$ cat src/rtl/alu_pkg.sv
`default_nettype none
// +----------------------------------------------------------------------+
// | alu_pkg : opcode/state encodings and saturation limits for alu_seq   |
// | Rev 1.0                                                              |
// +----------------------------------------------------------------------+
package alu_pkg;

  localparam int MAX_W = 64;

  localparam logic [0:0] ST_IDLE     = 1'b0;
  localparam logic [0:0] ST_MUL_BUSY = 1'b1;

  typedef enum logic [0:0] {
    IDLE     = ST_IDLE,
    MUL_BUSY = ST_MUL_BUSY
  } state_t;

  // OP_ADDC is only decoded when the carry build option is enabled.
  typedef enum logic [3:0] {
    OP_ADD  = 4'd0,
    OP_LHB  = 4'd1,
    OP_SUB  = 4'd2,
    OP_AND  = 4'd3,
    OP_NOR  = 4'd4,
    OP_SLL  = 4'd5,
    OP_SRL  = 4'd6,
    OP_SRA  = 4'd7,
    OP_MUL  = 4'd8,
    OP_ADDC = 4'd9
  } alu_op_t;

  function automatic logic [MAX_W-1:0] sat_max(input int unsigned w);
    return (MAX_W'(1) << (w - 1)) - MAX_W'(1);
  endfunction

  function automatic logic [MAX_W-1:0] sat_min(input int unsigned w);
    return MAX_W'(1) << (w - 1);
  endfunction

endpackage
`default_nettype wire

$ cat src/rtl/alu_seq_if.sv
`default_nettype none
// +----------------------------------------------------------------------+
// | alu_seq_if : issue/result handshake bundle for alu_seq               |
// | Optional C flag present when ALU_SEQ_CARRY_EN is defined. Rev 1.0    |
// +----------------------------------------------------------------------+
interface alu_seq_if #(
  parameter int WIDTH = 16
);
  localparam int SHW = $clog2(WIDTH);

  logic                  in_valid;
  logic                  in_ready;
  alu_pkg::alu_op_t      op;
  logic [WIDTH-1:0]      src0;
  logic [WIDTH-1:0]      src1;
  logic [SHW-1:0]        shamt;
  logic                  flag_we;
  logic                  out_valid;
  logic                  out_ready;
  logic [WIDTH-1:0]      dst;
  logic                  V;
  logic                  Z;
  logic                  N;
`ifdef ALU_SEQ_CARRY_EN
  logic                  C;
`endif

  modport master (
    output in_valid, op, src0, src1, shamt, flag_we, out_ready,
`ifdef ALU_SEQ_CARRY_EN
    input  C,
`endif
    input  in_ready, out_valid, dst, V, Z, N
  );

  modport slave (
    input  in_valid, op, src0, src1, shamt, flag_we, out_ready,
`ifdef ALU_SEQ_CARRY_EN
    output C,
`endif
    output in_ready, out_valid, dst, V, Z, N
  );

endinterface
`default_nettype wire

$ cat src/rtl/alu_seq_mul.sv
`default_nettype none
// +----------------------------------------------------------------------+
// | alu_seq_mul : iterative radix-2 unsigned shift-add multiplier core   |
// | Rev 1.0                                                              |
// +----------------------------------------------------------------------+
module alu_seq_mul #(
  parameter int WIDTH = 16
) (
  input  logic                 clk,
  input  logic                 rst,
  input  logic                 start,
  input  logic [WIDTH-1:0]     mag_a,
  input  logic [WIDTH-1:0]     mag_b,
  output logic                 busy,
  output logic                 done,
  output logic [2*WIDTH-1:0]   prod
);
  localparam int CW = $clog2(WIDTH);
  localparam logic [CW-1:0] C_LAST = CW'(WIDTH - 1);

  logic                busy_q, busy_d;
  logic [CW-1:0]       cnt_q, cnt_d;
  logic [2*WIDTH-1:0]  acc_q, acc_d;
  logic [2*WIDTH-1:0]  mcand_q, mcand_d;
  logic [WIDTH-1:0]    mplier_q, mplier_d;
  logic [2*WIDTH-1:0]  step_sum;

  // prod carries the value the current step produces, so the final sum is
  // usable on the same edge that retires the last step.
  assign step_sum = acc_q + (mplier_q[0] ? mcand_q : '0);
  assign busy     = busy_q;
  assign done     = busy_q && (cnt_q == C_LAST);
  assign prod     = step_sum;

  always_comb begin
    busy_d   = busy_q;
    cnt_d    = cnt_q;
    acc_d    = acc_q;
    mcand_d  = mcand_q;
    mplier_d = mplier_q;
    if (busy_q) begin
      acc_d    = step_sum;
      mcand_d  = mcand_q << 1;
      mplier_d = mplier_q >> 1;
      cnt_d    = cnt_q + 1'b1;
      if (cnt_q == C_LAST) begin
        busy_d = 1'b0;
      end
    end else if (start) begin
      busy_d   = 1'b1;
      cnt_d    = '0;
      acc_d    = '0;
      mcand_d  = {{WIDTH{1'b0}}, mag_a};
      mplier_d = mag_b;
    end
  end

  always_ff @(posedge clk) begin
    if (rst) begin
      busy_q   <= 1'b0;
      cnt_q    <= '0;
      acc_q    <= '0;
      mcand_q  <= '0;
      mplier_q <= '0;
    end else begin
      busy_q   <= busy_d;
      cnt_q    <= cnt_d;
      acc_q    <= acc_d;
      mcand_q  <= mcand_d;
      mplier_q <= mplier_d;
    end
  end

endmodule
`default_nettype wire

$ cat src/rtl/alu_seq.sv
`default_nettype none
// +----------------------------------------------------------------------+
// | alu_seq : handshaked saturating ALU with iterative signed multiply   |
// | Build option ALU_SEQ_CARRY_EN adds the C flag and ADDC. Rev 1.0      |
// +----------------------------------------------------------------------+
module alu_seq #(
  parameter int WIDTH = 16
) (
  input  logic      clk,
  input  logic      rst,
  alu_seq_if.slave  bus
);
  import alu_pkg::*;

  localparam logic [MAX_W-1:0] C_MAX_FULL = sat_max(WIDTH);
  localparam logic [MAX_W-1:0] C_MIN_FULL = sat_min(WIDTH);
  localparam logic [WIDTH-1:0] C_MAX      = C_MAX_FULL[WIDTH-1:0];
  localparam logic [WIDTH-1:0] C_MIN      = C_MIN_FULL[WIDTH-1:0];

  state_t              state_q, state_d;
  logic                out_valid_q, out_valid_d;
  logic [WIDTH-1:0]    dst_q, dst_d;
  logic                v_q, v_d, z_q, z_d, n_q, n_d;
  logic                mul_neg_q, mul_neg_d, mul_fwe_q, mul_fwe_d;

  logic                in_ready, accept;
  logic [WIDTH+1:0]    ext_a, ext_b, ext_res;
  logic [WIDTH-1:0]    alu_res, mul_res;
  logic                arith, legal, alu_ovf, mul_ovf;
  logic                mul_start, mul_busy, mul_done;
  logic [WIDTH-1:0]    mag_a, mag_b;
  logic [2*WIDTH-1:0]  mul_prod;

`ifdef ALU_SEQ_CARRY_EN
  logic                c_q, c_d, carry_new;
  logic [WIDTH:0]      carry_sum;
`endif

  assign in_ready = !rst && (state_q == IDLE) && !mul_busy && (!out_valid_q || bus.out_ready);
  assign accept   = bus.in_valid && in_ready;

  assign ext_a = {{2{bus.src0[WIDTH-1]}}, bus.src0};
  assign ext_b = {{2{bus.src1[WIDTH-1]}}, bus.src1};
  assign mag_a = bus.src0[WIDTH-1] ? -bus.src0 : bus.src0;
  assign mag_b = bus.src1[WIDTH-1] ? -bus.src1 : bus.src1;

  always_comb begin
    alu_res = '0;
    ext_res = '0;
    arith   = 1'b0;
    legal   = 1'b1;
    alu_ovf = 1'b0;
    case (bus.op)
      OP_ADD:  begin arith = 1'b1; ext_res = ext_a + ext_b; end
      OP_SUB:  begin arith = 1'b1; ext_res = ext_a - ext_b; end
`ifdef ALU_SEQ_CARRY_EN
      OP_ADDC: begin arith = 1'b1; ext_res = ext_a + ext_b + {{(WIDTH+1){1'b0}}, c_q}; end
`endif
      OP_LHB:  alu_res = {bus.src1[WIDTH-1:WIDTH/2], bus.src0[WIDTH/2-1:0]};
      OP_AND:  alu_res = bus.src0 & bus.src1;
      OP_NOR:  alu_res = ~(bus.src0 | bus.src1);
      OP_SLL:  alu_res = bus.src1 << bus.shamt;
      OP_SRL:  alu_res = bus.src1 >> bus.shamt;
      OP_SRA:  alu_res = $unsigned($signed(bus.src1) >>> bus.shamt);
      OP_MUL:  alu_res = '0;
      default: legal = 1'b0;
    endcase
    // The exact result fits in WIDTH bits only when the top three bits agree.
    if (arith) begin
      alu_ovf = (ext_res[WIDTH+1:WIDTH-1] != 3'b000) && (ext_res[WIDTH+1:WIDTH-1] != 3'b111);
      alu_res = alu_ovf ? (ext_res[WIDTH+1] ? C_MIN : C_MAX) : ext_res[WIDTH-1:0];
    end
  end

`ifdef ALU_SEQ_CARRY_EN
  always_comb begin
    carry_sum = {1'b0, bus.src0} + {1'b0, bus.src1}
              + {{WIDTH{1'b0}}, (bus.op == OP_ADDC) && c_q};
    carry_new = c_q;
    if (bus.op == OP_ADD || bus.op == OP_ADDC) begin
      carry_new = carry_sum[WIDTH];
    end else if (bus.op == OP_SUB) begin
      carry_new = bus.src0 < bus.src1;
    end
  end
`endif

  // A negative product may reach magnitude 2^(W-1); a positive one may not.
  always_comb begin
    if (mul_neg_q) begin
      mul_ovf = (|mul_prod[2*WIDTH-1:WIDTH]) || (mul_prod[WIDTH-1] && (|mul_prod[WIDTH-2:0]));
      mul_res = mul_ovf ? C_MIN : -mul_prod[WIDTH-1:0];
    end else begin
      mul_ovf = |mul_prod[2*WIDTH-1:WIDTH-1];
      mul_res = mul_ovf ? C_MAX : mul_prod[WIDTH-1:0];
    end
  end

  always_comb begin
    state_d     = state_q;
    out_valid_d = out_valid_q && !bus.out_ready;
    dst_d       = dst_q;
    v_d         = v_q;
    z_d         = z_q;
    n_d         = n_q;
    mul_neg_d   = mul_neg_q;
    mul_fwe_d   = mul_fwe_q;
    mul_start   = 1'b0;
`ifdef ALU_SEQ_CARRY_EN
    c_d         = c_q;
`endif
    case (state_q)
      IDLE: begin
        if (accept && bus.op == OP_MUL) begin
          mul_start = 1'b1;
          mul_neg_d = bus.src0[WIDTH-1] ^ bus.src1[WIDTH-1];
          mul_fwe_d = bus.flag_we;
          state_d   = MUL_BUSY;
        end else if (accept) begin
          out_valid_d = 1'b1;
          dst_d       = alu_res;
          if (bus.flag_we && legal) begin
            z_d = (alu_res == '0);
            if (arith) begin
              v_d = alu_ovf;
              n_d = alu_res[WIDTH-1];
            end
`ifdef ALU_SEQ_CARRY_EN
            c_d = carry_new;
`endif
          end
        end
      end
      MUL_BUSY: begin
        if (mul_done) begin
          state_d     = IDLE;
          out_valid_d = 1'b1;
          dst_d       = mul_res;
          if (mul_fwe_q) begin
            z_d = (mul_res == '0);
            n_d = mul_res[WIDTH-1];
            v_d = mul_ovf;
`ifdef ALU_SEQ_CARRY_EN
            c_d = 1'b0;
`endif
          end
        end
      end
      default: state_d = IDLE;
    endcase
  end

  always_ff @(posedge clk) begin
    if (rst) begin
      state_q     <= IDLE;
      out_valid_q <= 1'b0;
      dst_q       <= '0;
      v_q         <= 1'b0;
      z_q         <= 1'b0;
      n_q         <= 1'b0;
      mul_neg_q   <= 1'b0;
      mul_fwe_q   <= 1'b0;
`ifdef ALU_SEQ_CARRY_EN
      c_q         <= 1'b0;
`endif
    end else begin
      state_q     <= state_d;
      out_valid_q <= out_valid_d;
      dst_q       <= dst_d;
      v_q         <= v_d;
      z_q         <= z_d;
      n_q         <= n_d;
      mul_neg_q   <= mul_neg_d;
      mul_fwe_q   <= mul_fwe_d;
`ifdef ALU_SEQ_CARRY_EN
      c_q         <= c_d;
`endif
    end
  end

  alu_seq_mul #(
    .WIDTH (WIDTH)
  ) u_mul (
    .clk   (clk),
    .rst   (rst),
    .start (mul_start),
    .mag_a (mag_a),
    .mag_b (mag_b),
    .busy  (mul_busy),
    .done  (mul_done),
    .prod  (mul_prod)
  );

  assign bus.in_ready  = in_ready;
  assign bus.out_valid = out_valid_q;
  assign bus.dst       = dst_q;
  assign bus.V         = v_q;
  assign bus.Z         = z_q;
  assign bus.N         = n_q;
`ifdef ALU_SEQ_CARRY_EN
  assign bus.C         = c_q;
`endif

endmodule
`default_nettype wire

$ cat src/flat_wrapper.sv
// flat-port wrapper written by rule: the top's interface ports become plain ports
module alu_seq_flat import alu_pkg::*;
#(
  parameter int WIDTH = 16
)
  (clk, rst, bus_in_valid, bus_op, bus_src0, bus_src1, bus_shamt, bus_flag_we, bus_out_ready, bus_in_ready, bus_out_valid, bus_dst, bus_V, bus_Z, bus_N);
  alu_seq_if #(.WIDTH(WIDTH)) bus_i ();
  input  logic clk;
  input  logic rst;
  input wire logic [$bits(bus_i.in_valid)-1:0] bus_in_valid;
  input wire logic [$bits(bus_i.op)-1:0] bus_op;
  input wire logic [$bits(bus_i.src0)-1:0] bus_src0;
  input wire logic [$bits(bus_i.src1)-1:0] bus_src1;
  input wire logic [$bits(bus_i.shamt)-1:0] bus_shamt;
  input wire logic [$bits(bus_i.flag_we)-1:0] bus_flag_we;
  input wire logic [$bits(bus_i.out_ready)-1:0] bus_out_ready;
  output wire logic [$bits(bus_i.in_ready)-1:0] bus_in_ready;
  output wire logic [$bits(bus_i.out_valid)-1:0] bus_out_valid;
  output wire logic [$bits(bus_i.dst)-1:0] bus_dst;
  output wire logic [$bits(bus_i.V)-1:0] bus_V;
  output wire logic [$bits(bus_i.Z)-1:0] bus_Z;
  output wire logic [$bits(bus_i.N)-1:0] bus_N;
  assign bus_i.in_valid = bus_in_valid;
  assign bus_i.op = bus_op;
  assign bus_i.src0 = bus_src0;
  assign bus_i.src1 = bus_src1;
  assign bus_i.shamt = bus_shamt;
  assign bus_i.flag_we = bus_flag_we;
  assign bus_i.out_ready = bus_out_ready;
  assign bus_in_ready = bus_i.in_ready;
  assign bus_out_valid = bus_i.out_valid;
  assign bus_dst = bus_i.dst;
  assign bus_V = bus_i.V;
  assign bus_Z = bus_i.Z;
  assign bus_N = bus_i.N;
  alu_seq #(.WIDTH(WIDTH)) u_core (.clk(clk), .rst(rst), .bus(bus_i));
endmodule
$ cat config.mk
export PLATFORM = sky130hd
export DESIGN_NAME = alu_seq_flat
export DESIGN_NICKNAME = d
export VERILOG_FILES = /design/src/rtl/alu_pkg.sv /design/src/rtl/alu_seq_if.sv /design/src/rtl/alu_seq_mul.sv /design/src/rtl/alu_seq.sv /design/src/flat_wrapper.sv
export SDC_FILE = /design/constraint.sdc
export NUM_CORES = 1
export LEC_CHECK = 0
export ABC_AREA = 0
export CORE_ASPECT_RATIO = 0.8
export CORE_UTILIZATION = 55
export DETAILED_ROUTE_END_ITERATION = 8
export PLACE_DENSITY_LB_ADDON = 0.05
export SLEW_MARGIN = 20
export SYNTH_ARGS = -nofsm -noshare
export SYNTH_HDL_FRONTEND = slang
export SYNTH_SLANG_ARGS = --single-unit
export TNS_END_PERCENT = 10
$ cat constraint.sdc
create_clock -name clk -period 6.9 [get_ports clk]
set_clock_uncertainty 0.05 [all_clocks]
set_input_delay 1.725 -clock clk [delete_from_list [all_inputs] [get_ports clk]]
set_output_delay 1.725 -clock clk [all_outputs]
set_load 0.05 [all_outputs]
==> impl_metrics.py <==
metrics = {
    "setup_path": {
        "cpMostUsedCell": "or3_1",
        "worstPathRequired_ns": 7.10,
        "worst-path-buf-inv": 3,
        "end_kind": "flop",
        "crit_family": "simple AND/OR/NAND/NOR gates",
        "critPathLaunchType": "input port",
        "worstPathArrival_ns": 6.91,
        "crit_fanout": 5,
        "cpMaxStageDelayCell": "clkdlybuf4s50_1",
        "criticalPathCategory": "in -> reg",
        "path_cells": "clkdlybuf4s50_1 -> or3_1 -> or3_1 -> or3_1 -> or3_1 -> nand2_1 -> xor2_1 -> ha_1 -> a21o_1 -> a21o_1 -> a21o_1 -> a221o_1 -> or2_2 -> or4_1 -> nand3_1 -> inv_1 -> o311ai_0 -> buf_4 -> nor4bb_1 -> a31oi_1 -> o21ai_1",
        "cp_slowest_stage_delay_ns": 0.45,
    },
    "clocking": {
        "root_buffer": "clkbuf_16",
        "cts_buffers": 9,
        "clock_path_buffers": 2,
        "clock-sinks": 108,
        "htreeDepth": 3,
        "cts_hold_buf": 0,
        "post-cts-setup-buffer-count": 0,
        "clock_latency_ns": 0.36,
        "cts_tree": "done",
        "path_clk_slew_ns": 0.07,
    },
    "yosys": {
        "ys_seq_elements": 108,
        "yosysWarnings": 0,
        "async_reset_ff_frac": 0,
        "yosysSeqAreaShare": 0.192,
        "synth_ff_type": "dfxtp_1",
        "synth_cell_type_count": 88,
        "synth_cells": 1596,
        "syn_area_mm2": 0.0113,
        "synth_fp_nets": 1699,
        "synth_edf_count": 0,
        "avgSynthCellArea_um2": 7.06,
    },
    "detailed_routing": {
        "drtPass1Iterations": 5,
        "drt_iter0_markers": 1620,
        "via_count": 12400,
        "wirelength_um": 38100,
        "routedWlPerCell_um": 20.1,
        "drtAntennaViolNets": 0,
        "vias_per_cell": 6.51,
        "drc": 0,
    },
    "sta": {
        "final.period_utilization": 0.974,
        "hold_viol": 0,
        "fin_tns_setup_ns": 0,
        "finalCriticalPeriod_ns": 6.72,
        "worstMarginPinSlew_ns": 1.01,
        "fmax_mhz": 149,
        "drv_slew": 0,
        "relSlewSlack": 0.328,
        "setup_viol": 0,
    },
    "global_route": {
        "grt_pass1_vias": 10700,
        "grt_pass1_wl_um": 59800,
        "grt_overflow": 0,
        "grt_usage": 0.361,
        "grt_max_degree": 95,
        "antenna_found_initial": 0,
    },
    "power_and_ir_drop": {
        "irDropWorstVdd_mv": 0.0976,
        "combinationalPowerShare": 0.289,
        "pwr-share-seq": 0.380,
        "powerDensity_mw_per_mm2": 132,
        "clkPwrFrac": 0.331,
        "internal_power_mw": 1.13,
        "power_leakage_nw": 5.09,
        "p_switching_mw": 0.541,
        "switching_share": 0.324,
    },
    "die": {
        "chipHeight_um": 130,
        "placementRows": 46,
        "ios": 66,
        "dieArea_mm2": 0.0211,
        "start_util": 0.565,
        "die_w_um": 162,
        "core_mm2": 0.0199,
    },
    "cells_and_area": {
        "syn2layout_area_growth_pct": 12.7,
        "fillers": 1835,
        "num_antenna_cells": 0,
        "nets": 1731,
        "final_core_util": 0.637,
        "drive_above_1_share": 0.0919,
    },
    "run_status": {
        "outcome": "finished, final reports clean",
    },
    "placement": {
        "port_buffers": 65,
        "place_congestion": 1.04,
        "hpwl_um": 29000,
    },
    "worst_hold_path": {
        "hp-class": "reg -> reg",
    },
    "flow_run": {
        "cap_violations": 0,
    },
}
power by group through the flow:
stage                     clock (mW)  combinational, mW  sequential [mW]
after global routing           0.581              0.517            0.635
after CTS                      0.559              0.467            0.635
after floorplan                    0              0.276            0.666
final                          0.553              0.482            0.635
after detailed placement           0              0.465            0.649
after global placement             0              0.465            0.649
synthesized netlist by cell type, types with 31 or more instances:
cell type	count	area, µm²
nor2_1	219	822
nand3_1	31	155
o21ai_0	83	415
a22oi_1	32	240
xnor2_1	35	307
clkbuf_1	104	390
a21oi_1	144	721
nor3_1	39	195
nand2_1	174	653
mux2i_1	36	360
xor2_1	38	333
dfxtp_1	108	2160
ha_1	56	701
and2_1	39	244
state kept, by name, summed over array words and instances (netlist names):
name,count
u_core.state_q,1
u_core.u_mul.cnt_q,4
u_core.u_mul.busy,1
u_core.bus.out_valid,1
u_core.u_mul.acc_q,32
u_core.bus.dst,16
u_core.bus.N,1
u_core.mul_neg_q,1
u_core.u_mul.mcand_q,32
u_core.u_mul.mplier_q,16
u_core.bus.V,1
u_core.bus.Z,1
u_core.mul_fwe_q,1
metrics by stage:
stage / instance area [µm²] / hold slack [ns] / cells / power, mW / setup WS, ns
floorplan: 11300 / 0.387 / 1596 / 0.942 / 0.476
global placement: 12300 / 0.387 / 1880 / 1.11 / -0.0506
detailed placement: 12300 / 0.395 / 1880 / 1.11 / -0.196
CTS: 12700 / 0.403 / 1896 / 1.66 / 0.164
global route: 12700 / 0.429 / 1897 / 1.73 / -0.00897
finish: 12700 / 0.403 / 1897 / 1.67 / 0.182
cell type report:
type | instances | area [µm²] | share of cell area
flip-flops and latches | 108 | 2170 | 0.171
well taps | 264 | 330 | 0.0260
clock buffers | 11 | 253 | 0.0199
clock inverters | 5 | 58.8 | 0.00463
repair buffers | 142 | 1230 | 0.0972
multi-input cells | 1338 | 8540 | 0.673
inverters | 29 | 109 | 0.00857
final timing paths:
kind	from	endpoint	slack, ns	cells past startpoint
max reg2reg	u_core.u_mul.mplier_q[0]$_SDFFE_PP0P_	u_core.bus.Z$_SDFFE_PP0P_	1.34	14
min	u_core.bus.dst[7]$_SDFFE_PP0P_	u_core.bus.dst[7]$_SDFFE_PP0P_	0.40	2
max	bus_src1[1]	u_core.bus.Z$_SDFFE_PP0P_	0.18	21
min reg2reg	u_core.bus.dst[7]$_SDFFE_PP0P_	u_core.bus.dst[7]$_SDFFE_PP0P_	0.40	2
worst register-to-register path: stages, from the launching register on:
cell and delay (ns):
dfxtp_1 0.49, buf_4 0.28, and2_1 0.17, ha_1 0.29, a21oi_2 0.22, o21ai_1 0.18, a2111oi_0 0.56, o21bai_1 0.15
or4_1 0.59, a222oi_1 0.36, and4_1 0.50, nand3_1 0.40, o31ai_1 0.58, or4b_1 0.53, o21ai_1 0.15
kinds of logic (layout without fill, tap and decap cells):
| group | after synthesis | count (layout) | share of synthesized area |
|---|---|---|---|
| muxes | 57 | 57 | 0.0640 |
| DFF | 108 | 108 | 0.192 |
| AOI/OAI and AO/OA | 498 | 498 | 0.292 |
| adders and majority gates | 58 | 58 | 0.0658 |
| and+or+nand+nor | 652 | 652 | 0.278 |
| buffers and inverters | 150 | 187 | 0.0518 |
| xor gates and xnor gates | 73 | 73 | 0.0568 |
layout by cell type, fill, tap and decap left out, types with 31 or more instances in the layout:
master and n:
a21oi_1 144, a22oi_1 32, and2_1 39, buf_4 77
clkdlybuf4s50_1 63, dfxtp_1 107, ha_1 56, mux2i_1 36
nand2_1 174, nand3_1 31, nor2_1 218, nor3_1 39
o21ai_0 81, xnor2_1 35, xor2_1 38
timing repair:
item / 4_1_cts / 5_1_grt
resized for setup: 0 / 7
endpoints found under the hold margin: 0 / 0
endpoints found under the setup margin: 0 / 11
metal layers:
| metal | routed length, µm | share of wire | global-route usage |
|---|---|---|---|
| met1 | 18300 | 0.48 | 0.550 |
| met2 | 15200 | 0.40 | 0.513 |
| met5 | 0 | 0 | 0 |
| met3 | 3940 | 0.10 | 0.0753 |
| met4 | 709 | 0.019 | 0.0749 |
No activity file was read; power rests on OpenSTA's default activity.
